## config.mk

```make
export PLATFORM = sky130hd
export DESIGN_NAME = multicycle_control_unit
export DESIGN_NICKNAME = d
export VERILOG_FILES = /design/src/rtl/mips_ctrl_pkg.sv /design/src/rtl/alu_decoder.sv /design/src/rtl/multicycle_control_unit.sv
export SDC_FILE = /design/constraint.sdc
export NUM_CORES = 1
export LEC_CHECK = 0
export CELL_PAD_IN_SITES_DETAIL_PLACEMENT = 0
export CELL_PAD_IN_SITES_GLOBAL_PLACEMENT = 1
export CORE_MARGIN = 2
export CORE_UTILIZATION = 29
export CTS_BUF_LIST = sky130_fd_sc_hd__clkbuf_16
export DETAILED_ROUTE_END_ITERATION = 10
export PLACE_DENSITY = 0.84
export SETUP_SLACK_MARGIN = 0.5
export SYNTH_ARGS = -nofsm -noshare
export SYNTH_HDL_FRONTEND = slang
export SYNTH_SLANG_ARGS = --single-unit
```

## constraint.sdc

```tcl
create_clock -name clk -period 4.9 [get_ports clk]
set_input_delay 1.47 -clock clk [delete_from_list [all_inputs] [get_ports clk]]
set_output_delay 1.47 -clock clk [all_outputs]
set_load 0.02 [all_outputs]
```

## src/rtl/mips_ctrl_pkg.sv

```systemverilog
// Shared encodings for the multicycle MIPS control unit: opcodes, Funct codes,
// ALU operations, mux selects and the FSM state enumeration (TRAP under ILLEGAL_OP_TRAP_EN).
package mips_ctrl_pkg;

  localparam logic [5:0] OP_R    = 6'b000000;
  localparam logic [5:0] OP_LW   = 6'b100011;
  localparam logic [5:0] OP_SW   = 6'b101011;
  localparam logic [5:0] OP_BEQ  = 6'b000100;
  localparam logic [5:0] OP_ADDI = 6'b001000;
  localparam logic [5:0] OP_J    = 6'b000010;

  localparam logic [5:0] FN_ADD = 6'b100000;
  localparam logic [5:0] FN_SUB = 6'b100010;
  localparam logic [5:0] FN_AND = 6'b100100;
  localparam logic [5:0] FN_OR  = 6'b100101;
  localparam logic [5:0] FN_NOR = 6'b100111;
  localparam logic [5:0] FN_SLT = 6'b101010;
  localparam logic [5:0] FN_SLL = 6'b000000;
  localparam logic [5:0] FN_SRL = 6'b000010;

  localparam logic [3:0] ALU_AND = 4'b0000;
  localparam logic [3:0] ALU_OR  = 4'b0001;
  localparam logic [3:0] ALU_NOR = 4'b0010;
  localparam logic [3:0] ALU_XOR = 4'b0011;
  localparam logic [3:0] ALU_ADD = 4'b0100;
  localparam logic [3:0] ALU_SUB = 4'b0101;
  localparam logic [3:0] ALU_SLL = 4'b0110;
  localparam logic [3:0] ALU_SRL = 4'b0111;
  localparam logic [3:0] ALU_SLT = 4'b1000;

  localparam logic [1:0] SRCB_B      = 2'b00;
  localparam logic [1:0] SRCB_4      = 2'b01;
  localparam logic [1:0] SRCB_IMM    = 2'b10;
  localparam logic [1:0] SRCB_IMM_SH = 2'b11;

  localparam logic [1:0] PCSRC_ALU    = 2'b00;
  localparam logic [1:0] PCSRC_ALUOUT = 2'b01;
  localparam logic [1:0] PCSRC_JUMP   = 2'b10;

  localparam logic [1:0] ALUOP_ADD   = 2'b00;
  localparam logic [1:0] ALUOP_SUB   = 2'b01;
  localparam logic [1:0] ALUOP_FUNCT = 2'b10;

  typedef enum logic [3:0] {
    S_INIT, S_FETCH, S_DECODE, S_MEMADR, S_MEMRD, S_MEMWB, S_MEMWR,
    S_RTEXEC, S_ALUWB, S_ADDIEX, S_ADDIWB, S_BRANCH, S_JUMP
`ifdef ILLEGAL_OP_TRAP_EN
    , S_TRAP
`endif
  } state_t;

  typedef struct packed {
    logic       pc_write;
    logic       branch;
    logic       iord;
    logic       mem_write;
    logic       ir_write;
    logic       reg_dst;
    logic       mem_to_reg;
    logic       reg_write;
    logic       alu_src_a;
    logic [1:0] alu_src_b;
    logic [1:0] pc_src;
    logic       retire;
  } ctrl_t;

endpackage

```

## src/rtl/alu_decoder.sv

```systemverilog
// ALU operation select: fixed ADD/SUB for address and branch work, Funct-decoded for R-type.
module alu_decoder
  import mips_ctrl_pkg::*;
(
  input  logic [1:0] ALUOp,
  input  logic [5:0] Funct,
  output logic [3:0] ALUControl,
  output logic       funct_illegal
);

  logic [3:0] fn_ctrl;

  always_comb begin
    fn_ctrl       = ALU_ADD;
    funct_illegal = 1'b0;
    case (Funct)
      FN_ADD:  fn_ctrl = ALU_ADD;
      FN_SUB:  fn_ctrl = ALU_SUB;
      FN_AND:  fn_ctrl = ALU_AND;
      FN_OR:   fn_ctrl = ALU_OR;
      FN_NOR:  fn_ctrl = ALU_NOR;
      FN_SLT:  fn_ctrl = ALU_SLT;
      FN_SLL:  fn_ctrl = ALU_SLL;
      FN_SRL:  fn_ctrl = ALU_SRL;
      default: funct_illegal = 1'b1;
    endcase
  end

  always_comb begin
    case (ALUOp)
      ALUOP_SUB:   ALUControl = ALU_SUB;
      ALUOP_FUNCT: ALUControl = fn_ctrl;
      default:     ALUControl = ALU_ADD;
    endcase
  end

endmodule

```

## src/rtl/multicycle_control_unit.sv

```systemverilog
// Moore control FSM for the multicycle MIPS datapath; outputs forced to 0 while reset is low.
// Optional ILLEGAL_OP_TRAP_EN adds illegal_o and a sticky TRAP state.
module multicycle_control_unit
  import mips_ctrl_pkg::*;
#(
  parameter int RESET_STATE_INIT = 1
) (
  input  logic       clk,
  input  logic       reset,
  input  logic [5:0] OP,
  input  logic [5:0] Funct,
  input  logic       Zero,
  output logic       PCEn,
  output logic       IorD,
  output logic       MemWrite,
  output logic       IRWrite,
  output logic       RegDst,
  output logic       MemtoReg,
  output logic       RegWrite,
  output logic       ALUSrcA,
  output logic [1:0] ALUSrcB,
  output logic [3:0] ALUControl,
  output logic [1:0] PCSrc,
  output logic       instr_retired_o
`ifdef ILLEGAL_OP_TRAP_EN
  ,
  output logic       illegal_o
`endif
);

  localparam state_t RST_ST = (RESET_STATE_INIT != 0) ? S_INIT : S_FETCH;

  state_t     state, state_nxt;
  ctrl_t      c;
  logic [1:0] alu_op;
  logic [3:0] alu_ctrl;
  logic       funct_illegal;
  logic       illegal;
  state_t     bad_st;

`ifdef ILLEGAL_OP_TRAP_EN
  assign bad_st = S_TRAP;
`else
  assign bad_st = S_FETCH;
  logic unused_funct_illegal;
  assign unused_funct_illegal = funct_illegal;
`endif

  alu_decoder u_alu_dec (
    .ALUOp        (alu_op),
    .Funct        (Funct),
    .ALUControl   (alu_ctrl),
    .funct_illegal(funct_illegal)
  );

  always_ff @(posedge clk or negedge reset) begin
    if (!reset) state <= RST_ST;
    else        state <= state_nxt;
  end

  always_comb begin
    c         = '0;
    alu_op    = ALUOP_ADD;
    illegal   = 1'b0;
    state_nxt = S_FETCH;
    case (state)
      S_INIT: state_nxt = S_FETCH;
      S_FETCH: begin
        c.ir_write  = 1'b1;
        c.pc_write  = 1'b1;
        c.alu_src_b = SRCB_4;
        c.pc_src    = PCSRC_ALU;
        state_nxt   = S_DECODE;
      end
      S_DECODE: begin
        c.alu_src_b = SRCB_IMM_SH;
        case (OP)
          OP_LW, OP_SW: state_nxt = S_MEMADR;
          OP_R:         state_nxt = (funct_illegal && bad_st != S_FETCH) ? bad_st : S_RTEXEC;
          OP_ADDI:      state_nxt = S_ADDIEX;
          OP_BEQ:       state_nxt = S_BRANCH;
          OP_J:         state_nxt = S_JUMP;
          default:      state_nxt = bad_st;
        endcase
      end
      S_MEMADR: begin
        c.alu_src_a = 1'b1;
        c.alu_src_b = SRCB_IMM;
        state_nxt   = (OP == OP_SW) ? S_MEMWR : S_MEMRD;
      end
      S_MEMRD: begin
        c.iord    = 1'b1;
        state_nxt = S_MEMWB;
      end
      S_MEMWB: begin
        c.mem_to_reg = 1'b1;
        c.reg_write  = 1'b1;
        c.retire     = 1'b1;
      end
      S_MEMWR: begin
        c.iord      = 1'b1;
        c.mem_write = 1'b1;
        c.retire    = 1'b1;
      end
      S_RTEXEC: begin
        c.alu_src_a = 1'b1;
        c.alu_src_b = SRCB_B;
        alu_op      = ALUOP_FUNCT;
        state_nxt   = S_ALUWB;
      end
      S_ALUWB: begin
        c.reg_dst   = 1'b1;
        c.reg_write = 1'b1;
        c.retire    = 1'b1;
      end
      S_ADDIEX: begin
        c.alu_src_a = 1'b1;
        c.alu_src_b = SRCB_IMM;
        state_nxt   = S_ADDIWB;
      end
      S_ADDIWB: begin
        c.reg_write = 1'b1;
        c.retire    = 1'b1;
      end
      S_BRANCH: begin
        c.alu_src_a = 1'b1;
        c.alu_src_b = SRCB_B;
        c.branch    = 1'b1;
        c.pc_src    = PCSRC_ALUOUT;
        c.retire    = 1'b1;
        alu_op      = ALUOP_SUB;
      end
      S_JUMP: begin
        c.pc_write = 1'b1;
        c.pc_src   = PCSRC_JUMP;
        c.retire   = 1'b1;
      end
`ifdef ILLEGAL_OP_TRAP_EN
      S_TRAP: begin
        illegal   = 1'b1;
        state_nxt = S_TRAP;
      end
`endif
      default: state_nxt = S_FETCH;
    endcase
  end

  // Gating with reset drops every strobe asynchronously, even mid-instruction.
  assign PCEn            = reset & (c.pc_write | (c.branch & Zero));
  assign IorD            = reset & c.iord;
  assign MemWrite        = reset & c.mem_write;
  assign IRWrite         = reset & c.ir_write;
  assign RegDst          = reset & c.reg_dst;
  assign MemtoReg        = reset & c.mem_to_reg;
  assign RegWrite        = reset & c.reg_write;
  assign ALUSrcA         = reset & c.alu_src_a;
  assign ALUSrcB         = {2{reset}} & c.alu_src_b;
  assign ALUControl      = {4{reset}} & alu_ctrl;
  assign PCSrc           = {2{reset}} & c.pc_src;
  assign instr_retired_o = reset & c.retire;
`ifdef ILLEGAL_OP_TRAP_EN
  assign illegal_o       = reset & illegal;
`else
  logic unused_illegal;
  assign unused_illegal = illegal;
`endif

endmodule

```

**Word-level counts from Yosys, hierarchy flattened**

Cells that the tools add are included.

- Equal/unequal tests: 25
- Multiplexer cells: 18
- Bitwise operators: 14
- Reductions and logical operators: 9

Operators with widths:

| cell | number |
|---|---|
| $eq A6 B6 Y1 const B | 7 |
| $pmux W4 S7 | 1 |
| $pmux W4 S6 | 1 |
| $eq A4 B4 Y1 const B | 5 |
| $pmux W4 S5 | 1 |
| $eq A4 B3 Y1 const B | 4 |
| $eq A6 B2 Y1 const B | 2 |
| $logic_not A6 Y1 | 2 |
| $and A1 B1 Y1 | 10 |
| $mux W1 | 10 |
| $eq A4 B2 Y1 const B | 2 |
| $pmux W2 S2 | 2 |
| $pmux W4 S2 | 1 |
| $reduce_or A2 Y1 | 4 |
| $eq A6 B3 Y1 const B | 1 |
| $eq A6 B4 Y1 const B | 1 |
| $pmux W2 S3 | 1 |
| $reduce_or A6 Y1 | 1 |
| $and A2 B2 Y2 | 2 |
| $and A4 B4 Y4 | 1 |
| $eq A4 B1 Y1 const B | 1 |
| $reduce_or A4 Y1 | 1 |
| $reduce_or A3 Y1 | 1 |
| $eq A2 B1 Y1 const B | 1 |
| other kinds (3) | 3 |

- Register bits after elaboration: 4
- Bits of input ports: 15
- Output and inout port bits: 17
- Word-level logic and storage cells: 67

**Logic depth before layout (Yosys ltp)**

Gate-level depths: netlist (run 1).

- Word-level depth: 5
- Mapped depth: 7
- Mapped depth without buffers: 6

**Cells and area by module**

From an unflattened synthesis (run 1), not the netlist that was laid out.

- Cells, all modules: 99
- Area, all modules: 671.9 µm²

Modules (own cells, without submodules):

| module | times used | cells an instance | area an instance (µm²) | sequential area each (µm²) |
|---|---|---|---|---|
| multicycle_control_unit | 1 | 71 | 475.5 | 100.1 |
| alu_decoder | 1 | 28 | 196.4 | 0.0 |

**Least setup slack after synthesis (run 1)**

Ideal clock, no wire load.

- Path kind: input to output
- From: input port reset
- To: output port ALUControl[0]
- Arrival: 2.322 ns
- Data required time: 3.430 ns
- Setup slack: 1.108 ns
- Stages: 3
- Path buffers: 0
- Cell sequence: nor2b_1 > nand3b_1 > o31ai_1

- Longest elaborated chain between the ends: 1

Ends and longest elaborated chain:

| item | RTL line | RTL |
|---|---|---|
| start, declared | multicycle_control_unit.sv:9 | `input logic reset,` |
| $and A4 B4 Y4 | multicycle_control_unit.sv:158 | `assign ALUControl = {4{reset}} & alu_ctrl;` |
| end, declared | multicycle_control_unit.sv:22 | `output logic [3:0] ALUControl,` |

Every way passes these cells.

**Worst setup path in the final report (run 1)**

Same ends and word-level chain as after synthesis.

==> impl_metrics.py, run 1 <==
metrics = {
    "clocking": {
        "clock_latency_ps": 220,
        "cts_tree": "done",
        "clkTransAtPathRegs_ps": 30,
        "ctsHtreeMaxLevel": 1,
        "clock-root-buffer": "clkbuf_16",
        "clock_sinks": 4,
        "numCtsBuffers": 3,
        "clockBufferDepth": 2,
    },
    "finish": {
        "synthToLayoutAreaGrowth_pct": 61.5,
        "fin_util_pct": 49.5,
        "fin_nets": 146,
        "top_regs": "state (4)",
        "max_flop_register": "state",
        "num_antenna_cells": 0,
        "fin_cells": 155,
        "largest_reg_flops": 4,
        "drive_gt1_share_pct": 7.87,
        "layout_commonest_cell": "nor2_1",
        "mostFrequentLayoutCells": "13 x nor2_1, 12 x dlygate4sd2_1, 10 x clkdlybuf4s50_1",
    },
    "setup_path": {
        "reg2reg_depth": 4,
        "worstSetupPathType": "in -> out",
        "r2r_setup_slack_ps": 2670,
        "critPathLaunch": "reset",
        "arrival_ps": 2840,
        "critPathLaunchType": "primary input",
        "worstPathMaxFanout": 3,
        "crit_path_end_kind": "primary output",
        "r2r-start": "state[1]$_DFF_PN0_",
        "worstPathRequired_ps": 3430,
    },
    "route": {
        "drc": 0,
        "first_pass_iters": 3,
        "viasPerCell": 5.30,
        "avgRoutedWirePerCell_um": 12.3,
        "drt-initial-drc-count": 11,
        "vias": 821,
        "ant_nets": 0,
        "routed_wl_mm": 1.90,
    },
    "floorplanning": {
        "coreArea_sq_um": 2190,
        "die_x_um": 52.1,
        "ioPinCount": 32,
        "initial_utilization_pct": 30.7,
        "die_area_sq_um": 2720,
        "die_h_um": 52.1,
        "rows": 17,
    },
    "pwr": {
        "power_leakage_nw": 0.563,
        "p_per_area_nw_per_um2": 396,
        "total_power_mw": 0.430,
        "irDropWorstVdd_mv": 0.250,
    },
    "synthesis": {
        "synth_cell_types": 42,
        "yosys.area.top_type_share_pct": 14.9,
        "ys_seq_area_share_pct": 14.9,
        "syn_area_sq_um": 672,
        "synthFlopType": "dfrtp_1",
        "synth_top_area_cell": "dfrtp_1",
        "synth-warning-count": 0,
        "synth-edff-count": 0,
        "postSynthAreaPerCell_sq_um": 6.93,
        "synth-async-reset-ratio_pct": 100,
        "synth_cells": 97,
        "synth_seq_cells": 4,
        "syn_nets": 114,
        "synthTopCellsByArea": "dfrtp_1 15%, nor2_1 7.3%, nand2b_1 5.6%",
    },
    "worst_hold_path": {
        "min_path_cells": 1,
        "hp-start": "state[3]$_DFF_PN0_",
        "hold_path.class": "reg -> reg",
    },
    "sta": {
        "hold_viol": 0,
        "fin_hold_ws_ps": 691,
        "finalSetupViolations": 0,
        "clock-skew-final_ps": 2.01,
        "worst_pin_slew_ps": 543,
        "period_share_pct": 88.0,
        "slew_headroom_pct": 63.8,
        "tns_ps": 0,
        "fmax_ghz": 0.232,
        "finalCriticalPeriod_ps": 4310,
        "report.final.slew_viol_count": 0,
        "rsz0062_at_grt": "no",
    },
    "placed_design": {
        "gp_congestion": 0.781,
        "place_inst": 152,
        "io_buffers": 31,
        "dp_hpwl_mm": 1.39,
    },
    "flow_run": {
        "maxCapViolations": 0,
    },
    "global_route": {
        "grt_max_degree": 20,
        "grt.total_usage_pct": 14.6,
        "antenna_found_initial": 0,
        "grt_pass1_wl_mm": 3.05,
        "grt_overflow": 0,
        "grt_pass1_vias": 787,
    },
    "outcome": {
        "run_status": "completed",
    },
}
-- synthesized netlist by cell type, types with 2 or more instances --
master,number
a21oi_1,6
and2_1,3
clkbuf_1,5
dfrtp_1,4
ha_1,2
inv_1,5
nand2_1,7
nand2b_1,6
nand3_1,2
nor2_1,13
nor2b_1,4
nor3_1,4
o21ai_0,3
o22ai_1,2
o2bb2ai_1,2
o31a_1,2
o31ai_1,2
-- worst paths after layout --
path | endpoint
worst max-delay path | ALUControl[0]
worst min-delay path | state[2]$_DFF_PN0_
worst max register to register | state[1]$_DFF_PN0_
worst min register to register | state[2]$_DFF_PN0_
max in group asynchronous | state[0]$_DFF_PN0_
min in group asynchronous | state[1]$_DFF_PN0_
-- metrics by stage --
stage / instance area, sq um / setup slack (ps)
3_3_place_gp: 1000 / 144
5_1_grt: 1080 / 500
4_1_cts: 1060 / 286
6_report: 1080 / 587
2_1_floorplan: 672 / 1110
3_5_place_dp: 1000 / 68.4
-- power breakdown --
group,internal (mW),switching (mW)
Clock,0.104,0.0218
Combinational,0.104,0.105
Sequential,0.0455,0.0490
-- critical path, cell delays in order --
cell	delay, ps
clkdlybuf4s50_1	480
nor2b_1	170
nand3b_1	130
o31ai_1	240
dlygate4sd1_1	350
-- routing by layer --
layer  vias up  global-route usage (%)  wire length, um
met5         -                       0                0
met4         0                    3.85                0
met3         0                    3.74              157
met2        25                    27.2              916
met1       382                    16.1              828
li1        414                       -                -
-- layout make-up --
cell class                      instances  area [sq um]
Clock buffer                            3          75.1
Sequential cell                         4           100
Timing Repair Buffer                   34           332
Inverter                                5          18.8
Multi-Input combinational cell         81           524
Tap cell                               28          35.0
Fill cell                             221          1110
-- repair_timing --
action	in CTS	in global routing
hold buffers	0	0
endpoints found under the setup margin	14	5
pin swaps	0	1
gates cloned	0	0
gates resized for setup	14	14
setup buffers	0	0
-- cell families after synthesis --
kind of cell | Yosys count | synth area share, %
AND/OR/NAND/NOR | 50 | 41.3
AO/OA/AOI/OAI | 25 | 26.1
buffers and inverters | 12 | 8.01
flip-flops | 4 | 14.9
adder cells (fa/ha/maj) | 3 | 5.21
multiplexers | 2 | 3.17
XOR/XNOR | 1 | 1.30
Note: power is estimated with default switching activity, not from simulation.
==> inputs of run 2 (changes only) <==
- GPL_ROUTABILITY_DRIVEN: not set -> 0
==> results of run 2 <==
No change in the layout: final DEF, timing and power equal those of run 1.
